`config.mk`:
```
export PLATFORM = sky130hd
export DESIGN_NAME = kf76489_bus_control
export DESIGN_NICKNAME = d
export VERILOG_FILES = /design/src/rtl/kf76489_bus_control.sv
export SDC_FILE = /design/constraint.sdc
export NUM_CORES = 1
export LEC_CHECK = 0
export CAP_MARGIN = 40
export CORE_MARGIN = 4
export CORE_UTILIZATION = 26
export CTS_BUF_LIST = sky130_fd_sc_hd__clkbuf_4 sky130_fd_sc_hd__clkbuf_8 sky130_fd_sc_hd__clkbuf_16
export DETAILED_ROUTE_END_ITERATION = 12
export HOLD_SLACK_MARGIN = 0.06
export PLACE_DENSITY = 0.6
export SLEW_MARGIN = 20
export SYNTH_ARGS = -nofsm -noshare
export SYNTH_HDL_FRONTEND = slang
export SYNTH_SLANG_ARGS = --single-unit
```
`constraint.sdc`:
```
create_clock -name clock -period 1.3 [get_ports clock]
set_input_delay 0.26 -clock clock [delete_from_list [all_inputs] [get_ports clock]]
set_output_delay 0.26 -clock clock [all_outputs]
set_load 0.005 [all_outputs]
```
`src/rtl/kf76489_bus_control.sv`:
```
// kf76489_bus_control: CPU write port of the tone chip, capturing a byte,
// decoding it into per-channel register strobes and holding off for READY_CYCLES ticks.
module kf76489_bus_control #(
  parameter int READY_CYCLES = 32
) (
  input  logic       clock,
  input  logic       reset,
  input  logic       clock_enable,
  input  logic       chip_enable_n,
  input  logic       write_enable_n,
  input  logic [7:0] data_bus,
  output logic       ready,
  output logic [7:0] internal_data_bus,
  output logic [2:0] write_frequency_h,
  output logic [2:0] write_frequency_l,
  output logic [3:0] write_attenuation,
  output logic       write_noise
);
  localparam int CW = $clog2(READY_CYCLES + 1);
  typedef enum logic [1:0] {IDLE, STROBE, BUSY} state_t;
  state_t        state_q, state_d;
  logic          armed_q, armed_d;
  logic [7:0]    data_q, data_d;
  logic [1:0]    chan_q, chan_d;
  logic          type_q, type_d;
  logic [CW-1:0] cnt_q, cnt_d;
  logic          req, done, stb;
  logic [3:0]    ch_oh;
  assign req  = state_q == IDLE && !chip_enable_n && !write_enable_n && armed_q;
  assign done = clock_enable && int'(cnt_q) + 1 >= READY_CYCLES;
  always_ff @(posedge clock) begin
    if (!reset) state_q <= IDLE;
    else state_q <= state_d;
  end
  always_comb begin
    state_d = state_q == IDLE   ? (req ? STROBE : IDLE) :
              state_q == STROBE ? BUSY :
              state_q == BUSY   ? (done ? IDLE : BUSY) : IDLE;
  end
  // Latch fields only follow latch bytes; data bytes reuse the stored channel/type.
  always_comb begin
    armed_d = req ? 1'b0 : (chip_enable_n || write_enable_n) ? 1'b1 : armed_q;
    data_d  = req ? data_bus : data_q;
    chan_d  = req && data_bus[7] ? data_bus[6:5] : chan_q;
    type_d  = req && data_bus[7] ? data_bus[4] : type_q;
    cnt_d   = state_q != BUSY || done ? '0 :
              clock_enable && cnt_q != CW'(READY_CYCLES) ? cnt_q + CW'(1) : cnt_q;
  end
  always_ff @(posedge clock) begin
    if (!reset) begin
      armed_q <= 1'b1;
      data_q  <= 8'h00;
      chan_q  <= 2'd0;
      type_q  <= 1'b0;
      cnt_q   <= '0;
    end else begin
      armed_q <= armed_d;
      data_q  <= data_d;
      chan_q  <= chan_d;
      type_q  <= type_d;
      cnt_q   <= cnt_d;
    end
  end
  assign stb   = state_q == STROBE;
  assign ch_oh = 4'b0001 << chan_q;
  always_comb begin
    ready             = state_q == IDLE;
    internal_data_bus = {<<{data_q}};
    write_attenuation = stb && type_q ? ch_oh : 4'b0000;
    write_noise       = stb && !type_q && chan_q == 2'd3;
    write_frequency_h = stb && !type_q && chan_q != 2'd3 && data_q[7] ? ch_oh[2:0] : 3'b000;
    write_frequency_l = stb && !type_q && chan_q != 2'd3 && !data_q[7] ? ch_oh[2:0] : 3'b000;
  end
endmodule

```
Word level (Yosys, flattened, before mapping)

Index checks and enable logic that the tools add are counted.

Output and inout port bits: 20
Input bits: 13
Logic and storage cells: 48
Register bits: 20

Reductions and logical operators: 21
Bitwise gates (word level): 1
Mux-type cells: 10
Equality and inequality tests: 6
Add/subtract/negate cells: 2
Shift-type cells: 1
Order comparisons: 1

Operator list:

| kind                  | number |
|---|---|
| $logic_and A1 B1 Y1   | 12 |
| $mux W2               | 4 |
| $add A6 B1 Y7 const B | 1 |
| $ge A7 B6 Y1 const B  | 1 |
| $add A6 B1 Y6 const B | 1 |
| $mux W3               | 2 |
| $ne A6 B6 Y1 const B  | 1 |
| $eq A2 B2 Y1 const B  | 2 |
| $logic_not A1 Y1      | 4 |
| $mux W4               | 1 |
| $ne A2 B2 Y1 const B  | 2 |
| $shl A1 B2 Y4 const A | 1 |
| $mux W1               | 3 |
| $eq A2 B1 Y1 const B  | 1 |
| $logic_not A2 Y1      | 1 |
| $logic_or A1 B1 Y1    | 2 |
| $reduce_bool A2 Y1    | 1 |
| $reduce_or A2 Y1      | 1 |
| $not A1 Y1            | 1 |

Depth between registers and ports, before layout

Gate-level depths: netlist of run 1.

Depth in word-level cells: 7
Gate-level depth with buffers: 6
Depth with buffers taken out: 6

Worst setup path before layout of run 1

No wires, ideal clock.

Kind: reg2out
From: reg state_q[1]
To: out write_frequency_h[2]
Slack: 0.103 ns
Data arrival time: 0.937 ns
Data required time: 1.040 ns
Cell stages (with the launch flop): 4
Buffers on the path: 0
Cell sequence: dfxtp_1 > and2b_1 > nand2_2 > nor4b_2

Longest elaborated chain between the ends: 5

RTL lines:

| item                              | RTL line | RTL |
|---|---|---|
| from (decl)                       | 21       | `state_t state_q, state_d;` |
| from (signal assigned)            | 33       | `else state_q <= state_d;` |
| $eq A2 B1 Y1                      | 64       | `assign stb = state_q == STROBE;` |
| $logic_and A1 B1 Y1 (3 in series) | 71       | `write_frequency_h = stb && !type_q && chan_q != 2'd3 && data_q[7] ? ch_oh[2:0] : 3'b000;` |
| $mux W3                           | 71       |  |
| to (decl)                         | 14       | `output logic [2:0] write_frequency_h,` |

Every way passes these cells.

Worst setup path in the final report of run 1

From: reg state_q[1]
To: out write_frequency_l[0]

Longest elaborated chain between the ends: 5

RTL lines:

| item                              | RTL line | RTL |
|---|---|---|
| $eq A2 B1 Y1                      | 64       |  |
| $logic_and A1 B1 Y1 (3 in series) | 72       | `write_frequency_l = stb && !type_q && chan_q != 2'd3 && !data_q[7] ? ch_oh[2:0] : 3'b000;` |
| $mux W3                           | 72       |  |
| to (decl)                         | 15       | `output logic [2:0] write_frequency_l,` |

Every way passes these cells.

==> qor.csv, run 1 <==
metric,value,unit
ys_async_sr_fraction,0,%
max-vdd-ir-drop,0.617,mV
syn_inst,102,
dp_hpwl,1700,um
met3_length,196,um
gp_congestion,0.814,
die_y,68.4,um
drt-met1-wl,1040,um
max_stage_delay,320,ps
grtUsageTotal,11.0,%
final_layout_size_suffix_gt1_share,38.4,%
ff2ff_setup_slack,0,ps
cap_violations,0,
grt_max_degree,18,
synth_area,950,um2
critPathSlowestCell,dfxtp_2,
worst_r2r_path_depth,6,
ys_seq_area_share,42.2,%
cts_buffers,3,
drc,0,
num_rows,21,
die-width,68.4,um
tightest_slew,395,ps
power_density,935,mW/mm2
ys_seq_elements,20,
holdPathStages,2,
vias_per_cell,4.55,
route.vias.total,896,
multi_input_area,633,um2
antennaDiodeCount,0,
yosys_most_used_dff,dfxtp_1,
status,"finished, violations left",
core-area,0.00344,mm2
worst_ep_required_time,1040,ps
start_kind,flip-flop,
ant_nets,0,
fin_crit,1550,ps
firstDrtPassIters,4,
rr_startpoint,cnt_q[1],
routedWlPerCell,12.5,um
critical_path.top_delay_family,simple AND/OR/NAND/NOR gates,
hold_viol,0,
slew_headroom,73.6,%
root_buffer,clkbuf_8,
avgSynthCellArea,9.31,um2
fin_util,45.3,%
cts_tree,yes,
period_share,119,%
portBuffers,32,
hp-class,reg2reg,
setup_viol,12,
netlist.area_leader.share,42.2,%
ios,33,
fillers,353,
drv_slew,0,
leakage,0.656,nW
path_clk_slew,80,ps
rsz0062_at_grt,true,
hold_buffers,0,
placed_area,0.00138,mm2
min-delay-start,data_q[2],
synth_edf_count,0,
dr.max_layer_used,met4,
wl,2460,um
synthesis.nets,117,
final_cell_area,0.00156,mm2
finClkSkew,4.92,ps
arrival,1290,ps
cts_max_path_buffers,2,
routed-wl-met2,1190,um
path_max_fanout,4,
regArea,415,um2
fin_ws,-249,ps
yosys.area.top_type,dfxtp_1,
cp-end-kind,primary output,
grt_pass1_vias,918,
cts-htree-levels,1,
timing.critical_path.buf_inv,2,
failed_checks,setup timing,
yosysWarnings,0,
nNetsFinal,167,
dieArea,0.00468,mm2
fmaxAchievable,645,MHz
path_class,reg2out,
grt_pass1_wl,3930,um
synth.area.top_cells,"dfxtp_1, mux2i_1, nor2b_1, nor2_1, nand2_1",
clock-sinks,20,
syn2layout_area_growth,64.3,%
antenna_found_initial,0,
drtIter0Drc,17,
start_util,27.6,%
clock_latency,260,ps
worstHoldEndpoint,data_q[2],
grt-ovfl-total,0,
ys_types,31,
path_cells,"and2b_2, buf_4, nand2b_4, nor4_4, buf_2",
rr_endpoint,cnt_q[1],
area by class of cell:
type / count / area share (%)
Sequential cell: 20 / 26.6
Tap cell: 46 / 3.69
Clock buffer: 3 / 2.65
Multi-Input combinational cell: 78 / 40.6
Timing Repair Buffer: 46 / 23.5
Clock inverter: 1 / 1.92
Inverter: 3 / 1.04
worst max-delay path by stage:
stage                                      end  slack (ps)       start  cells past startpoint
after floorplan           write_frequency_h[2]         100  state_q[1]                      3
after global placement    write_frequency_h[2]        -350  state_q[1]                      4
after detailed placement  write_frequency_h[2]        -400  state_q[1]                      4
after CTS                 write_frequency_h[0]        -290  state_q[1]                      5
after global routing      write_frequency_h[2]        -360  state_q[1]                      4
final                     write_frequency_l[0]        -250  state_q[1]                      5
stage by stage:
step	hold slack (ps)	total power [W]	worst slack [ps]	cells	TNS, ps
after floorplan	388	0.000737	103	102	0
after global placement	507	0.000844	-353	187	-5580
after detailed placement	519	0.000847	-402	187	-6240
after CTS	522	0.00146	-285	196	-2330
after global routing	546	0.00152	-358	197	-3650
final	519	0.00146	-249	197	-2340
synth_stat cells (2+ instances only):
library cell	number
mux2i_1	8
o21ai_2	2
dfxtp_1	20
nand3_1	4
o21ai_0	6
nor2b_1	8
nand2_1	9
nor4_1	2
ha_1	2
nand4_1	3
xnor2_1	2
nor3_1	2
nor2_1	10
inv_1	3
nand3b_1	2
nand2b_1	3
and3b_1	2
repair_timing:
action | in CTS | in global routing
pin swaps | 5 | 4
resized for setup | 68 | 22
buffers inserted | 5 | 1
setup endpoints to repair | 26 | 20
report_power, final:
group | internal, W | switching [W] | total, W
logic | 0.000115 | 0.0000811 | 0.000196
registers | 0.000629 | 0.0000215 | 0.000651
clock network | 0.000411 | 0.000201 | 0.000612
placed cells by master, fill, tap and decap left out, types with 4 or more instances in the layout:
| cell | synthesis | routed |
|---|---|---|
| buf_2 | 0 | 11 |
| nand3_1 | 4 | 4 |
| nor2_1 | 10 | 8 |
| nand2_1 | 9 | 9 |
| dlygate4sd2_1 | 0 | 8 |
| o21ai_0 | 6 | 5 |
| mux2i_1 | 8 | 8 |
| buf_4 | 0 | 11 |
| dfxtp_1 | 20 | 14 |
| nor2b_1 | 8 | 7 |
| clkdlybuf4s50_1 | 0 | 12 |
cells by family after synthesis:
family | after synthesis | synth area share (%)
and+or+nand+nor | 54 | 34.8
buffers and inverters | 4 | 1.58
DFF | 20 | 42.2
xor gates and xnor gates | 3 | 2.77
adders and majority gates | 2 | 2.63
AOI/OAI and AO/OA | 11 | 7.64
muxes | 8 | 8.43
worst register-to-register path, stage by stage (launching register included):
cell	delay, ps
dfxtp_4	380
inv_4	60
ha_4	120
nand4bb_1	160
o21ai_2	220
mux2i_1	200
nor2_1	60
flip-flops by register name, summed over array words and instances, names as in the netlist:
| signal | cells |
|---|---|
| chan_q | 2 |
| cnt_q | 6 |
| armed_q | 1 |
| data_q | 8 |
| type_q | 1 |
| state_q | 2 |
metal layers:
layer | GRT usage (%) | vias up
met1 | 12.8 | 408
met3 | 2.63 | 4
met5 | 0 | -
li1 | - | 453
met4 | 5.21 | 0
met2 | 18.7 | 31
(Power assumes the default switching activity.)
==> inputs of run 2 (changes only) <==
Settings changed: CORE_UTILIZATION 26 to 40, GPL_ROUTABILITY_DRIVEN set to 0, PLACE_DENSITY 0.6 to 0.81.
==> run 2 against run 1 <==
The run still ends with setup timing left; routed wire length fell by 3.7%; maximum frequency fell by 3.9%; highest routed layer unchanged; largest cell class unchanged; core utilization rose by 21 points; die area fell by 31%; global-route usage rose by 3.9 points; via count rose by 1.8%; cell count fell by 7.6%; sequential power barely moved; final area fell by 5.3%; critical path depth fell by 1; first-iteration DRC count fell by 24%.
==> qor.csv, run 2 (synthesis results as in run 1) <==
metric,value,unit,change
status,"finished, violations left",,unchanged
failed_checks,setup timing,,unchanged
top_register,data_q,,unchanged
critical_path.top_delay_family,simple AND/OR/NAND/NOR gates,,unchanged
fin_util,66.2,%,was 45.3%
period_share,124,%,was 119%
ant_nets,0,,unchanged
drv_slew,0,,unchanged
firstDrtPassIters,4,,unchanged
start_kind,flip-flop,,unchanged
hold_viol,0,,unchanged
routed-wl-met2,1200,um,was 1190 um
clock_latency,310,ps,was 260 ps
fmaxAchievable,620,MHz,was 645 MHz
slew_headroom,81.4,%,was 73.6%
power_density,820,mW/mm2,was 935 mW/mm2
power.total,0.00121,W,was 0.00146 W
start_util,42.5,%,was 27.6%
setup_viol,11,,was 12
clkPwrFrac,30.3,%,was 41.9%
antenna_found_initial,0,,unchanged
arrival,1350,ps,was 1290 ps
switching_share,24.3,%,was 20.8%
biggestRegsByFlops,"data_q x8, cnt_q x6",,unchanged
cp-end-kind,primary output,,unchanged
pwr-share-comb,15.9,%,was 13.4%
p_sw,0.000294,W,was 0.000304 W
fillers,187,,was 353
path_cells,"and2b_2, nand2_4, nor4b_4, buf_2",,"was and2b_2, buf_4, nand2b_4, nor4_4, buf_2"
num_rows,17,,was 21
dr.max_layer_used,met4,,unchanged
path_class,reg2out,,unchanged
final_common_cell,buf_4,,was dfxtp_1
met3_length,139,um,was 196 um
path_clk_slew,110,ps,was 80 ps
rsz0062_at_grt,true,,unchanged
dp_hpwl,1710,um,was 1700 um
fin_crit,1610,ps,was 1550 ps
fin_ws,-312,ps,was -249 ps
hp-class,in2reg,,was reg2reg
die-width,56.7,um,was 68.4 um
die_y,56.7,um,was 68.4 um
cts-htree-levels,1,,unchanged
tightest_slew,279,ps,was 395 ps
drtIter0Drc,13,,was 17
ios,33,,unchanged
routedWlPerCell,13.0,um,was 12.5 um
final.setup.tns,-2680,ps,was -2340 ps
grt_pass1_wl,3800,um,was 3930 um
finalHoldWorstSlack,514,ps,was 519 ps
grtUsageTotal,14.9,%,was 11.0%
wl,2370,um,was 2460 um
syn2layout_area_growth,55.6,%,was 64.3%
grt-ovfl-total,0,,unchanged
clock-sinks,20,,unchanged
final_cell_area,0.00148,mm2,was 0.00156 mm2
cap_violations,0,,unchanged
drt-met1-wl,963,um,was 1040 um
path_max_fanout,4,,unchanged
holdPathStages,3,,was 2
leakage,0.669,nW,was 0.656 nW
finClkSkew,0.546,ps,was 4.92 ps
cts_buffers,3,,unchanged
largest_reg_flops,8,,unchanged
root_buffer,clkbuf_4,,was clkbuf_8
mostFrequentLayoutCells,"buf_4, clkdlybuf4s50_1, buf_2",,"was dfxtp_1, clkdlybuf4s50_1, buf_2, buf_4, nand2_1"
ff2ff_setup_slack,0,ps,about the same
dieArea,0.00322,mm2,was 0.00468 mm2
drc,0,,unchanged
placed_area,0.00138,mm2,about the same
worst_r2r_path_depth,7,,was 6
portBuffers,32,,unchanged
antennaDiodeCount,0,,unchanged
critPathSlowestCell,dfxtp_2,,unchanged
crit_cells,4,,was 5
worst_ep_required_time,1040,ps,about the same
grt_max_degree,18,,unchanged
max_stage_delay,330,ps,was 320 ps
cts_tree,yes,,unchanged
nNetsFinal,170,,was 167
intPower,0.000918,W,was 0.00115 W
grt_pass1_vias,895,,was 918
max-vdd-ir-drop,0.594,mV,was 0.617 mV
timing.critical_path.buf_inv,1,,was 2
vias_per_cell,5.01,,was 4.55
cts_max_path_buffers,2,,unchanged
final_layout_size_suffix_gt1_share,40.9,%,was 38.4%
route.vias.total,912,,was 896
core-area,0.00223,mm2,was 0.00344 mm2
pwr-share-seq,53.8,%,was 44.6%
[run 2: repair_timing]
item                                    4_1_cts  5_1_grt
pin swaps                                     7        6
endpoints found under the setup margin       20       21
buffers inserted                              4        3
hold buffers                                  0        0
gates resized for setup                      77       13
[run 2: path summary, 6_finish.rpt]
path,endpoint,startpoint
worst min-delay path,type_q,data_bus[4]
worst min register to register,data_q[4],data_q[4]
worst max register to register,cnt_q[2],cnt_q[0]
worst max-delay path,write_frequency_h[2],state_q[1]
[run 2: final cells by class]
| cell class | count | area [um2] | area share, % |
|---|---|---|---|
| Clock buffer | 4 | 36.3 | 2.46 |
| Inverter | 3 | 11.3 | 0.762 |
| Multi-Input combinational cell | 78 | 582 | 39.4 |
| Sequential cell | 20 | 422 | 28.5 |
| Tap cell | 28 | 35.0 | 2.37 |
| Timing Repair Buffer | 49 | 392 | 26.5 |
[run 2: tightest hold or removal path, cell delays in order]
cell,delay [ps]
clkdlybuf4s50_1,420
nand2_1,60
o21ai_0,60
[run 2: power groups by stage]
stage	registers, W	clock network (W)	logic (W)
after floorplan	0.000666	0	0.0000719
after global placement	0.000663	0	0.000179
after detailed placement	0.000666	0	0.000184
after CTS	0.000652	0.000372	0.000187
after global routing	0.000656	0.000406	0.000208
final	0.000652	0.000367	0.000193
[run 2: layer usage]
layer / vias up / GRT usage, %
met5: - / 0
met4: 0 / 9.15
met3: 7 / 3.68
met2: 27 / 26.1
met1: 419 / 15.9
li1: 459 / -
[run 2: metrics by stage]
step	std cells	setup slack, ps
global route	182	-407
CTS	179	-329
finish	182	-312
global placement	171	-352
detailed placement	171	-394
floorplan	102	103
